<file path="src/rtl/fetch_pc_unit_pkg.sv">
// fetch_pkg: shared types and constants for the IF-stage PC generator.
//   fetch_state_e : fetch sequencer states (BOOT, RUN, WAIT_IC)
//   PC_W          : program counter width
//   RESET_PC_DEF  : default first fetch address
//   NOP_INST_DEF  : default bubble instruction (addi x0,x0,0)
//   align_pc()    : clears the two low address bits
package fetch_pkg;

  localparam int unsigned PC_W = 32;

  localparam logic [PC_W-1:0] RESET_PC_DEF = 32'h0000_0000;
  localparam logic [31:0]     NOP_INST_DEF = 32'h0000_0013;

  typedef enum logic [1:0] {
    BOOT    = 2'd0,
    RUN     = 2'd1,
    WAIT_IC = 2'd2
  } fetch_state_e;

  function automatic logic [PC_W-1:0] align_pc(input logic [PC_W-1:0] pc);
    return pc & ~32'h0000_0003;
  endfunction

endpackage

</file>
<file path="src/rtl/fetch_pc_unit_if.sv">
// fetch_pc_unit_if: I-cache read port between the fetch unit and the cache.
//   ic_req   : read request (fetch -> cache)
//   ic_addr  : read address (fetch -> cache)
//   ic_stall : cache busy; ic_rdata valid when ic_req=1 and ic_stall=0
//   ic_rdata : fetched instruction word (cache -> fetch)
// Modports: master = fetch unit, slave = I-cache.
interface fetch_pc_unit_if;
  import fetch_pkg::*;

  logic            ic_req;
  logic [PC_W-1:0] ic_addr;
  logic            ic_stall;
  logic [31:0]     ic_rdata;

  modport master (output ic_req, output ic_addr, input  ic_stall, input  ic_rdata);
  modport slave  (input  ic_req, input  ic_addr, output ic_stall, output ic_rdata);

endinterface

</file>
<file path="src/rtl/fetch_pc_unit_id_reg.sv">
// fetch_id_reg: pipeline register carrying one instruction, its PC and its
// predicted-taken bit into the next stage. Reused for ID/EX.
//   clk, rst   : clock, synchronous active-high reset (clears to NOP)
//   load       : capture in_inst/in_pc/in_pred and mark valid
//   kill       : drop the held instruction (valid=0, inst=NOP); beats load
//   (neither)  : hold
//   valid/inst/pc/pred : registered outputs
module fetch_id_reg
  import fetch_pkg::*;
#(
  parameter logic [31:0] NOP_INST = NOP_INST_DEF
) (
  input  logic            clk,
  input  logic            rst,
  input  logic            load,
  input  logic            kill,
  input  logic [31:0]     in_inst,
  input  logic [PC_W-1:0] in_pc,
  input  logic            in_pred,
  output logic            valid,
  output logic [31:0]     inst,
  output logic [PC_W-1:0] pc,
  output logic            pred
);

  always_ff @(posedge clk) begin
    if (rst) begin
      valid <= 1'b0;
      inst  <= NOP_INST;
      pc    <= '0;
      pred  <= 1'b0;
    end else if (kill) begin
      // Invalid slots always present NOP downstream; pc/pred are don't-care.
      valid <= 1'b0;
      inst  <= NOP_INST;
    end else if (load) begin
      valid <= 1'b1;
      inst  <= in_inst;
      pc    <= in_pc;
      pred  <= in_pred;
    end
  end

endmodule

</file>
<file path="src/rtl/fetch_pc_unit.sv">
// fetch_pc_unit: IF-stage PC generator and fetch sequencer.
//   clk, rst        : clock, synchronous active-high reset
//   pc_1            : current fetch PC to the BTB
//   btb_branch_pc/btb_flush/btb_taken : BTB next PC, redirect, prediction
//   ic              : I-cache read port (fetch_pc_unit_if.master)
//   id_ready        : decode can accept
//   id_valid/id_inst/id_pc/id_pred_taken : ID register outputs
// Optional (macro FETCH_PERF_CNT_EN): perf_flush_cnt, perf_stall_cnt,
// saturating event counters cleared by rst.
module fetch_pc_unit
  import fetch_pkg::*;
#(
  parameter logic [PC_W-1:0] RESET_PC = RESET_PC_DEF,
  parameter logic [31:0]     NOP_INST = NOP_INST_DEF
) (
  input  logic              clk,
  input  logic              rst,
  output logic [PC_W-1:0]   pc_1,
  input  logic [PC_W-1:0]   btb_branch_pc,
  input  logic              btb_flush,
  input  logic              btb_taken,
  fetch_pc_unit_if.master   ic,
  input  logic              id_ready,
  output logic              id_valid,
  output logic [31:0]       id_inst,
  output logic [PC_W-1:0]   id_pc,
  output logic              id_pred_taken
`ifdef FETCH_PERF_CNT_EN
  ,
  output logic [31:0]       perf_flush_cnt,
  output logic [31:0]       perf_stall_cnt
`endif
);

  fetch_state_e    state, state_nxt;
  logic [PC_W-1:0] pc_r, redir_pc, pc_nxt, br_al;
  logic            pc_load, redir_load, id_load, id_kill;

  assign br_al      = align_pc(btb_branch_pc);
  assign pc_1       = pc_r;
  assign ic.ic_addr = pc_r;

  always_ff @(posedge clk) begin
    if (rst) state <= BOOT;
    else     state <= state_nxt;
  end

  always_comb begin
    state_nxt = state;
    case (state)
      BOOT:    state_nxt = RUN;
      RUN:     if (btb_flush && ic.ic_stall) state_nxt = WAIT_IC;
      WAIT_IC: if (!ic.ic_stall) state_nxt = RUN;
      default: state_nxt = BOOT;
    endcase
  end

  always_comb begin
    ic.ic_req  = 1'b0;
    pc_load    = 1'b0;
    pc_nxt     = br_al;
    redir_load = 1'b0;
    id_load    = 1'b0;
    id_kill    = 1'b0;
    case (state)
      RUN: begin
        ic.ic_req = 1'b1;
        if (btb_flush) begin
          // Redirect kills the wrong-path ID slot even if decode is stalled.
          id_kill = 1'b1;
          if (ic.ic_stall) redir_load = 1'b1;
          else             pc_load    = 1'b1;
        end else if (ic.ic_stall) begin
          id_kill = id_ready;
        end else if (id_ready) begin
          id_load = 1'b1;
          pc_load = 1'b1;
        end
      end
      WAIT_IC: begin
        // Address frozen until the in-flight access completes; its data is dropped.
        ic.ic_req  = 1'b1;
        redir_load = btb_flush;
        if (!ic.ic_stall) begin
          pc_load = 1'b1;
          pc_nxt  = btb_flush ? br_al : redir_pc;
        end
      end
      default: ;
    endcase
  end

  always_ff @(posedge clk) begin
    if (rst) begin
      pc_r     <= RESET_PC;
      redir_pc <= '0;
    end else begin
      if (pc_load)    pc_r     <= pc_nxt;
      if (redir_load) redir_pc <= br_al;
    end
  end

  fetch_id_reg #(.NOP_INST(NOP_INST)) u_id_reg (
    .clk     (clk),
    .rst     (rst),
    .load    (id_load),
    .kill    (id_kill),
    .in_inst (ic.ic_rdata),
    .in_pc   (pc_r),
    .in_pred (btb_taken),
    .valid   (id_valid),
    .inst    (id_inst),
    .pc      (id_pc),
    .pred    (id_pred_taken)
  );

`ifdef FETCH_PERF_CNT_EN
  always_ff @(posedge clk) begin
    if (rst) begin
      perf_flush_cnt <= '0;
      perf_stall_cnt <= '0;
    end else begin
      if (btb_flush && perf_flush_cnt != '1)
        perf_flush_cnt <= perf_flush_cnt + 32'd1;
      if (ic.ic_req && (ic.ic_stall || !id_ready) && perf_stall_cnt != '1)
        perf_stall_cnt <= perf_stall_cnt + 32'd1;
    end
  end
`endif

endmodule

</file>
<file path="src/flat_wrapper.sv">
// flat-port wrapper written by rule: the top's interface ports become plain ports
module fetch_pc_unit_flat import fetch_pkg::*;
#(
  parameter logic [PC_W-1:0] RESET_PC = RESET_PC_DEF,
  parameter logic [31:0]     NOP_INST = NOP_INST_DEF
)
  (clk, rst, pc_1, btb_branch_pc, btb_flush, btb_taken, id_ready, id_valid, id_inst, id_pc, id_pred_taken, ic_ic_req, ic_ic_addr, ic_ic_stall, ic_ic_rdata);
  fetch_pc_unit_if ic_i ();
  input  logic clk;
  input  logic rst;
  output logic [PC_W-1:0] pc_1;
  input  logic [PC_W-1:0] btb_branch_pc;
  input  logic btb_flush;
  input  logic btb_taken;
  input  logic id_ready;
  output logic id_valid;
  output logic [31:0] id_inst;
  output logic [PC_W-1:0] id_pc;
  output logic id_pred_taken;
  output wire logic [$bits(ic_i.ic_req)-1:0] ic_ic_req;
  output wire logic [$bits(ic_i.ic_addr)-1:0] ic_ic_addr;
  input wire logic [$bits(ic_i.ic_stall)-1:0] ic_ic_stall;
  input wire logic [$bits(ic_i.ic_rdata)-1:0] ic_ic_rdata;
  assign ic_ic_req = ic_i.ic_req;
  assign ic_ic_addr = ic_i.ic_addr;
  assign ic_i.ic_stall = ic_ic_stall;
  assign ic_i.ic_rdata = ic_ic_rdata;
  fetch_pc_unit #(.RESET_PC(RESET_PC), .NOP_INST(NOP_INST)) u_core (.clk(clk), .rst(rst), .pc_1(pc_1), .btb_branch_pc(btb_branch_pc), .btb_flush(btb_flush), .btb_taken(btb_taken), .ic(ic_i), .id_ready(id_ready), .id_valid(id_valid), .id_inst(id_inst), .id_pc(id_pc), .id_pred_taken(id_pred_taken));
endmodule
</file>
<file path="config.mk">
export PLATFORM = sky130hd
export DESIGN_NAME = fetch_pc_unit_flat
export DESIGN_NICKNAME = d
export VERILOG_FILES = /design/src/rtl/fetch_pc_unit_pkg.sv /design/src/rtl/fetch_pc_unit_if.sv /design/src/rtl/fetch_pc_unit_id_reg.sv /design/src/rtl/fetch_pc_unit.sv /design/src/flat_wrapper.sv
export SDC_FILE = /design/constraint.sdc
export NUM_CORES = 1
export LEC_CHECK = 0
export ABC_AREA = 1
export CORE_AREA = 2 2 109 111
export DETAILED_ROUTE_END_ITERATION = 7
export DIE_AREA = 0 0 111 113
export PLACE_DENSITY = 0.83
export SETUP_SLACK_MARGIN = 0.3
export SYNTH_ARGS = -nofsm -noshare
export SYNTH_HDL_FRONTEND = slang
export SYNTH_SLANG_ARGS = --single-unit
</file>
<file path="constraint.sdc">
create_clock -name clk -period 4.4 [get_ports clk]
set_input_delay 0.44 -clock clk [delete_from_list [all_inputs] [get_ports clk]]
set_output_delay 0.44 -clock clk [all_outputs]
set_load 0.01 [all_outputs]
</file>
==> summary.md, run 1 <==
| Metric | Value |
|---|---|
| WP data required | roughly 4.7 ns |
| Crit Path Max Fanout | 31 |
| Ports | 201 |
| Top cells by count, synth | nand2_1 (225), nor2_1 (128), dfxtp_1 (126) |
| Final setup vio count | 0 |
| Remaining DRCs | 0 |
| Seq/Total Area, Yosys | a little under half |
| Cell with the most instances after synthesis | nand2_1 |
| Antenna Violating Nets Remaining | 0 |
| Final Power | approximately 4000 uW |
| R2r endpoint | u_core.redir_pc[4]$_SDFFE_PP0P_ |
| Actual slew at the worst max-slew pin | 1.12 ns |
| Die width | 111 um |
| Total GRT Usage | 22.1% |
| Average cell area after synthesis | 6.93 um^2 |
| Layout cell share with drive strength beyond 1 | 4.67% |
| Mapped Cells | 769 |
| Synth cell types | 18 |
| Worst skew pair latency | 0.41 ns |
| Initial antenna violation count | 0 |
| Synthesized area | 5330 um^2 |
| Peak supply drop | around 0.29 mV |
| Register bit count reported by yosys | roughly 130 |
| CTS Hold Bufs | 0 |
| Fin. Hold Viols | 0 |
| DR top layer | met4 |
| Min Tclk post-route | 3.04 ns |
| Vias per cell | 4.81 |
| Cell type with the largest total area after synthesis | dfxtp_1 |
| Inserted Diodes | 0 |
| Yosys top cell area share | around 47% |
| Max-Cap Viols | 0 |
| DR vias | 5,120 |
| Synth area leaders | dfxtp_1 (47%), nand2_1 (16%), nor2_1 (9.0%) |
| Cells on worst reg2reg path | 9 |
| Hold Crit Class | flip-flop to flip-flop |
| CTS resizes | 0 |
| Critical path endpoint category | flip-flop |
| Drt total wl | 13,900 um |
| Reg-to-reg startpoint | u_core.state[0]$_SDFFE_PP0P_ |
| Met2 WL | between 6000 and 7000 um |
| Die Ht | 113 um |
| Slew HR | 25.2% |
| Routability congestion estimate | between 0.7 and 0.8 |
| Sink Count | 126 |
| Skew final | about 0.013 ns |
| Detailed placement HPWL | slightly below 9000 um |
| CP Data Arrival Time | 3.31 ns |
| Starting Density | 47.3% |
| DRT iter0 DRCs | 284 |
| Max Freq | 0.329 GHz |
| Ys Warns | 0 |
| Vias in the first global route | 4,588 |
| TritonCTS clock tree | yes |
| Hold Path Sink | u_core.redir_pc[8]$_SDFFE_PP0P_ |
| Critical path class | flip-flop to flip-flop |
| Cts bufs inserted | 17 |
| # H-tree levels | 4 |
| CTS root buffer | clkbuf_16 |
| Static leakage power | 0.00311 uW |
| Largest net degree at the start of global routing | 65 |
| Final Util | between 60 and 70% |
| GR Overflow Total | 0 |
| Worst hold stages | 2 |
| Worst Min Path Start | u_core.redir_pc[8]$_SDFFE_PP0P_ |
| Buffers on Ports | 192 |
| Fin crit share | between 60% and 70% |
| Final nets | 982 |
| Layout area overhead | 42.9% |
| Final setup TNS | 0 ns |
| Core area | 11,300 um^2 |
| DR WL/cell | 13.1 um |
| First-pass iteration count of the detailed router | 4 |
| # rows | 39 |
| WL met1 | 6030 um |
| Die Footprint | 12,500 um^2 |
| CTS max path bufs | 2 |
| Clock transition at path regs | 0.06 ns |
| RSZ-0062 raised after global routing | no |
| Status | finished clean |
| Dominant synthesized flop cell | dfxtp_1 |
| CP Launch Type | flip-flop |
| # Post-CTS Setup Buffers | 0 |
| Asr flop ratio synth | 0% |
| Met3 wire length | 791 um |
| Pwr/cell area | 513 nW/um^2 |
| Slew Viols, Final | 0 |
| Post-synth EDFFs | 0 |
| R2R Setup Slk | 1.36 ns |
| First-pass GRT wire length | 22,600 um |
[worst max-delay path by stage]
stage | startpoint | end | slack (ns) | depth (start not counted)
6_report | u_core.state[0]$_SDFFE_PP0P_ | u_core.redir_pc[4]$_SDFFE_PP0P_ | 1.36 | 9
5_1_grt | u_core.state[0]$_SDFFE_PP0P_ | u_core.redir_pc[5]$_SDFFE_PP0P_ | 1.14 | 9
4_1_cts | u_core.state[0]$_SDFFE_PP0P_ | u_core.redir_pc[4]$_SDFFE_PP0P_ | 1.37 | 9
3_5_place_dp | u_core.state[0]$_SDFFE_PP0P_ | u_core.redir_pc[10]$_SDFFE_PP0P_ | 1.41 | 9
3_3_place_gp | u_core.state[0]$_SDFFE_PP0P_ | u_core.redir_pc[10]$_SDFFE_PP0P_ | 1.45 | 9
2_1_floorplan | u_core.state[0]$_SDFFE_PP0P_ | u_core.redir_pc[10]$_SDFFE_PP0P_ | 2.92 | 8
[worst max-delay path: stages (launching register included)]
cell,delay [ns]
dfxtp_1,0.32
inv_1,0.11
ha_1,0.47
buf_4,0.36
inv_1,0.10
nand2_1,0.08
buf_4,0.33
nand2_1,0.75
nand2_1,0.27
a21oi_1,0.10
[stage by stage]
stage                     setup slack [ns]  hold slack [ns]  area, um^2  cells
final                                 1.36            0.460        7620   1064
after global routing                  1.14            0.475        7620   1064
after CTS                             1.37            0.461        7620   1064
after detailed placement              1.41            0.453        7050   1032
after global placement                1.45            0.449        7050   1032
after floorplan                       2.92            0.442        5350    774
[state kept, by name, indices dropped and copies added (netlist names)]
name                   flops
u_core.ic.ic_addr         30
u_core.redir_pc           30
u_core.state               2
u_core.u_id_reg.inst      32
u_core.u_id_reg.pc        30
u_core.u_id_reg.pred       1
u_core.u_id_reg.valid      1
[area by class of cell]
cell class	instances	area, um^2
clock inverters	11	118
clock buffers	21	450
flip-flops and latches	126	2520
multi-input cells	523	2220
fillers	977	3650
repair buffers	200	1980
inverters	40	150
well taps	143	179
[report_power, final]
group	internal (uW)	switching (uW)
Combinational	534	636
Sequential	1290	111
Clock	844	492
[kinds of logic (layout without fill, tap and decap cells)]
family | Yosys count | count (layout) | share of synthesized area (%)
AND/OR/NAND/NOR | 418 | 418 | 31.2
flip-flops | 126 | 126 | 47.3
buffers and inverters | 125 | 272 | 11.6
AO/OA/AOI/OAI | 95 | 95 | 8.92
adder cells (fa/ha/maj) | 4 | 4 | 0.939
other | 1 | 6 | 0.0703
[cell usage in the layout (no fill, tap or decap), drive strengths merged]
master / instances
bufinv: 2
nor2: 129
inv: 40
nand3: 64
ha: 4
dfxtp: 126
o21ai: 35
clkbuf: 21
clkinvlp: 2
clkdlybuf4s50: 192
nand2: 225
buf: 8
conb: 6
a21oi: 60
clkinv: 7
[routing by layer]
metal	up-vias	global-route usage, %
met5	-	0
met4	0	8.83
met3	22	5.09
met2	168	37.3
met1	2285	27.6
li1	2645	-
Note: power is estimated with default switching activity, not from simulation.
==> inputs of run 2 (changes only) <==
- CORE_AREA: 2 2 109 111 -> 2 2 119 121
- DIE_AREA: 0 0 111 113 -> 0 0 121 123
- PLACE_DENSITY: 0.83 -> 0.73
- clock period: 4.4 -> 2.4 ns (I/O delays scaled with it)
==> run 2 against run 1 <==
Register-to-register slack worse by 0.78 ns. Clock skew decreased by 0.0019 ns. Sequential power increased by 84%. Clock-buffer cell count grew 5. Critical path depth decreased by 6. Critical endpoint is now ic_ic_req. Non-clock buffer count up 11. Via count grew 0.39%. Power up 89%. Setup slack lost 0.96 ns. Largest power group is now clock.
==> summary.md, run 2 (synthesis results as in run 1) <==
| Metric | Value |
|---|---|
| CP Launch Type | flip-flop |
| Status | finished clean |
| Worst slack at placement | 0.475 ns |
| CP Data Arrival Time | between 1.5 and 2 ns |
| Max Freq | 0.502 GHz |
| Buffers on Ports | roughly 190 |
| Remaining DRCs | 0 |
| # rows | 43 |
| DR vias | around 5,000 |
| TritonCTS clock tree | yes |
| Vias per cell | 4.63 |
| Max FFs per register | 32 |
| Worst skew pair latency | 0.42 ns |
| Initial antenna violation count | 0 |
| Slew Viols, Final | 0 |
| CTS root buffer | clkbuf_16 |
| DR WL/cell | 13.0 um |
| Cts bufs inserted | 17 |
| Reg with most FFs | u_core.u_id_reg.inst |
| Actual slew at the worst max-slew pin | 0.505 ns |
| Worst Min Path Start | ic_ic_rdata[27] |
| Starting Density | 39.2% |
| Sink Count | 126 |
| Total GRT Usage | 19.4% |
| Max-Cap Viols | 0 |
| Largest net degree at the start of global routing | 39 |
| FILL cells | 1,285 |
| WP data required | 2.16 ns |
| PnR worst setup slack | 0.407 ns |
| Die Footprint | 14,900 um^2 |
| Static leakage power | 0.00319 uW |
| Critical path, cell by cell | inv_1 > ha_1 > clkdlybuf4s50_1 |
| Worst path slowest cell | clkdlybuf4s50_1 |
| R2r endpoint | u_core.ic.ic_addr[8]$_SDFFE_PP0P_ |
| Pwr/cell area | 946 nW/um^2 |
| # H-tree levels | 4 |
| Routability congestion estimate | 0.796 |
| Fin. Hold Viols | 0 |
| Layout area overhead | 46.4% |
| Detailed placement HPWL | 9710 um |
| Clock transition at path regs | approximately 0.05 ns |
| Skew final | 0.0108 ns |
| Commonest non-fill, non-tap cell in the layout | nand2_1 |
| Drt total wl | around 14,000 um |
| Critical path endpoint category | output port |
| Crit Path Max Fanout | 3 |
| Final Hold Slack | 0.373 ns |
| Peak supply drop | between 0.4 and 0.5 mV |
| GR Overflow Total | 0 |
| Most frequent cells in the layout | nand2_1 (224), clkdlybuf4s50_1 (192), nor2_1 (128), dfxtp_1 (126), nand3_1 (63) |
| CTS resizes | 0 |
| RSZ-0062 raised after global routing | no |
| Reg-to-reg startpoint | u_core.state[0]$_SDFFE_PP0P_ |
| Worst hold stages | 3 |
| CTS max path bufs | 2 |
| # Post-CTS Setup Buffers | 0 |
| Slew HR | approximately 66% |
| Final nets | 993 |
| CTS Hold Bufs | 0 |
| Hold Crit Class | input pin to flip-flop |
| First-pass GRT wire length | around 23,000 um |
| Antenna Violating Nets Remaining | 0 |
| Die Ht | 123 um |
| Layout cell share with drive strength beyond 1 | 5.59% |
| Final setup vio count | 0 |
| First-pass iteration count of the detailed router | 5 |
| Vias in the first global route | 4,594 |
| DRT iter0 DRCs | 304 |
| R2R Setup Slk | 0.58 ns |
| Fin crit share | 83.1% |
| Inserted Diodes | 0 |
| Final setup TNS | 0 ns |
| Hold Path Sink | u_core.u_id_reg.inst[27]$_SDFFE_PP0P_ |
| Max incr delay on CP | approximately 0.57 ns |
| Die width | 121 um |
| Core area | 13,600 um^2 |
| Critical path class | flip-flop to output port |
| Cells on worst reg2reg path | 9 |
| Min Tclk post-route | 1.99 ns |
| Ports | 201 |
## run 2: cell count changes in the layout (fill, tap and decap cells not counted), sizes merged
cell	before	now
buf	8	19
clkbuf	21	26
bufinv	2	3
clkinvlp	2	1
clkinv	7	1
## run 2: critical path, delay by kind of cell, from the launching register on
family / cells / cell delay, ns
adder cells (fa/ha/maj): 1 / 0.33
buffers and inverters: 2 / 0.65
flip-flops: 1 / 0.35
## run 2: per-layer routing
| metal | track usage, % | vias to the layer above | wire length [um] |
|---|---|---|---|
| li1 | - | 2663 | - |
| met1 | 24.2 | 2296 | 6360 |
| met2 | 31.6 | 157 | 6800 |
| met3 | 4.98 | 24 | 924 |
| met4 | 8.87 | 0 | 320 |
| met5 | 0 | - | 0 |
## run 2: power by group
group,switching (uW),internal (uW)
clock,864,1760
sequential,204,2370
combinational,1180,1000
## run 2: layout make-up
cell class | instances | area [um^2] | share of cell area, %
clock inverter | 5 | 103 | 1.31
timing repair buffer | 211 | 2080 | 26.6
clock buffer | 26 | 509 | 6.53
multi-input combinational | 523 | 2220 | 28.4
tap | 180 | 225 | 2.89
inverter | 40 | 150 | 1.92
sequential | 126 | 2520 | 32.3
## run 2: worst max-delay path by stage
stage,from,endpoint
after floorplan,u_core.state[0]$_SDFFE_PP0P_,u_core.redir_pc[10]$_SDFFE_PP0P_
after global placement,ic_ic_stall,u_core.u_id_reg.inst[4]$_SDFFE_PP1P_
after detailed placement,ic_ic_stall,u_core.u_id_reg.inst[4]$_SDFFE_PP1P_
after CTS,u_core.state[0]$_SDFFE_PP0P_,ic_ic_req
after global routing,u_core.state[0]$_SDFFE_PP0P_,ic_ic_req
final,u_core.state[0]$_SDFFE_PP0P_,ic_ic_req
## run 2: metrics by stage
stage / utilization (%) / power (uW) / instance area, um^2 / std cells
2_1_floorplan: - / 3870 / 5350 / 774
3_3_place_gp: 52.8 / 4780 / 7190 / 1080
3_5_place_dp: 52.8 / 4810 / 7190 / 1080
4_1_cts: 57.3 / 7460 / 7800 / 1111
5_1_grt: 57.3 / 7820 / 7800 / 1111
6_report: 57.3 / 7380 / 7800 / 1111
==> inputs of run 3 (changes only) <==
- CORE_AREA: 2 2 119 121 -> 2 2 114 116
- DIE_AREA: 0 0 121 123 -> 0 0 116 118
- PLACE_DENSITY: 0.73 -> 0.76
- clock period: 2.4 -> 1.9 ns (I/O delays scaled with it)
==> run 3 against run 2 <==
Flip-flop and latch count unchanged. First-iteration DRC count decreased by 20%. Via count increased by 1.0%. Clock skew decreased by 0.0062 ns. Utilization increased by 6.5 points. Global-route usage increased by 1.6 points. Clock-buffer cell count decreased by 2. Clock power increased by 16%. Largest cell class unchanged. Highest routed layer unchanged.
==> summary.md, run 3 (synthesis results as in run 1) <==
| Metric | Value |
|---|---|
| Status | finished clean |
| Power Internal | approximately 6300 uW |
| Core area | between 10,000 and 15,000 um^2 |
| Comb pwr share | between 30% and 40% |
| Vias in the first global route | 4,578 |
| Final nets | 999 |
| CP top delay family | buffers and inverters |
| Ports | 201 |
| RSZ-0062 raised after global routing | yes |
| Clock transition at path regs | 0.05 ns |
| Max Freq | ~0.64 GHz |
| Cells on worst reg2reg path | 8 |
| Sink Count | 126 |
| CTS max path bufs | 2 |
| Total GRT Usage | 21.0% |
| Critical path endpoint category | output port |
| Skew final | 0.00462 ns |
| Reg-to-reg startpoint | u_core.state[1]$_SDFFE_PP0P_ |
| Starting Density | 42.9% |
| Worst Min Path Start | ic_ic_rdata[29] |
| Hold Crit Class | input pin to flip-flop |
| TritonCTS clock tree | yes |
| Clock Power Share | between 30% and 40% |
| Static leakage power | 0.00348 uW |
| Final setup vio count | 0 |
| R2R Setup Slk | 0.40 ns |
| Die Footprint | 13,700 um^2 |
| Layout area overhead | 48.6% |
| Final setup TNS | 0 ns |
| GR Overflow Total | 0 |
| Cell count along the critical path | 1 |
| Antenna Violating Nets Remaining | 0 |
| DRT iter0 DRCs | 242 |
| Critical Path Start | u_core.ic.ic_addr[7]$_SDFFE_PP0P_ |
| First-pass GRT wire length | 22,700 um |
| Sequential share of power | 35.2% |
| Critical path, cell by cell | clkdlybuf4s50_1 |
| CTS root buffer | clkbuf_16 |
| CP Data Arrival Time | 1.37 ns |
| Critical Path Sink | pc_1[7] |
| # rows | 41 |
| Layout cell share with drive strength beyond 1 | between 6 and 7% |
| WP data required | approximately 1.7 ns |
| Remaining DRCs | 0 |
| CP bufs+invs | 1 |
| Max FFs per register | 32 |
| Max incr delay on CP | 0.56 ns |
| Most frequent cells in the layout | nand2_1 (224), clkdlybuf4s50_1 (178), nor2_1 (127), dfxtp_1 (125), nand3_1 (63) |
| DR WL/cell | roughly 13 um |
| Crit Path Max Fanout | 4 |
| CP Launch Type | flip-flop |
| DR vias | approximately 5,200 |
| Min Tclk post-route | 1.56 ns |
| Worst skew pair latency | just over 0.4 ns |
| Pwr/cell area | 1160 nW/um^2 |
| Routability congestion estimate | between 0.7 and 0.8 |
| Critical path class | flip-flop to output port |
| CTS Hold Bufs | 0 |
| Worst path slowest cell | clkdlybuf4s50_1 |
| Fin. Hold Viols | 0 |
| First-pass iteration count of the detailed router | 5 |
| Commonest non-fill, non-tap cell in the layout | nand2_1 |
| Detailed placement HPWL | around 9700 um |
| # H-tree levels | 4 |
| Max-Cap Viols | 0 |
| Vias per cell | 4.68 |
| R2r endpoint | u_core.redir_pc[8]$_SDFFE_PP0P_ |
| Die width | 116 um |
| Inserted Diodes | 0 |
| Psw | 2910 uW |
| Peak supply drop | approximately 0.72 mV |
| Reg with most FFs | u_core.u_id_reg.inst |
| Largest net degree at the start of global routing | 39 |
| Slew Viols, Final | 0 |
| Dpl cell area | 7270 um^2 |
| Buffers on Ports | 192 |
| Fin crit share | 82.2% |
| Initial antenna violation count | 0 |
| Design Area, Final | between 7000 and 8000 um^2 |
| # Post-CTS Setup Buffers | 0 |
| Drt total wl | 14,500 um |
| Die Ht | 118 um |
| Net Sw Frac | roughly a third |
| Cts bufs inserted | 17 |
-- run 3: power by group through the flow --
stage	clock, uW	sequential [uW]	combinational, uW
after floorplan	0	3360	1520
after global placement	0	3290	2830
after global routing	3230	3300	3220
final	3050	3250	2930
after detailed placement	0	3300	2850
after CTS	3100	3250	2880
-- run 3: worst min-delay path by stage --
stage | end | cells after the start
global route | u_core.u_id_reg.inst[24]$_SDFFE_PP0P_ | 3
global placement | u_core.redir_pc[24]$_SDFFE_PP0P_ | 2
floorplan | u_core.u_id_reg.inst[0]$_SDFFE_PP1P_ | 2
CTS | u_core.u_id_reg.inst[22]$_SDFFE_PP0P_ | 3
finish | u_core.u_id_reg.inst[29]$_SDFFE_PP0P_ | 3
detailed placement | u_core.redir_pc[13]$_SDFFE_PP0P_ | 2
-- run 3: per-stage QoR --
step	worst slack, ns	cells	hold slack (ns)	utilization (%)	power [uW]
global placement	0.236	1077	0.448	58.5	6120
global route	0.272	1110	0.326	63.8	9740
finish	0.338	1110	0.332	63.8	9230
floorplan	0.418	774	0.317	-	4880
CTS	0.296	1109	0.315	63.1	9240
detailed placement	0.206	1077	0.453	58.5	6150
-- run 3: layout make-up --
cell class | instances | area (um^2)
Sequential cell | 126 | 2520
Inverter | 40 | 150
Tap cell | 172 | 215
Multi-Input combinational cell | 523 | 2240
Timing Repair Buffer | 217 | 2240
Clock inverter | 8 | 90.1
Fill cell | 1159 | 4490
Clock buffer | 24 | 462
-- run 3: metal layers --
metal  wire length [um]  vias up  track usage [%]
li1                   -     2683                -
met1               6150     2318             25.9
met2               7150      174             34.8
met3                974       18             4.79
met4                257        0             8.85
met5                  0        -                0
-- run 3: what timing repair did --
action / 4_1_cts / 5_1_grt
cloned: 0 / 1
endpoints found under the setup margin: 3 / 74
resized for setup: 5 / 25
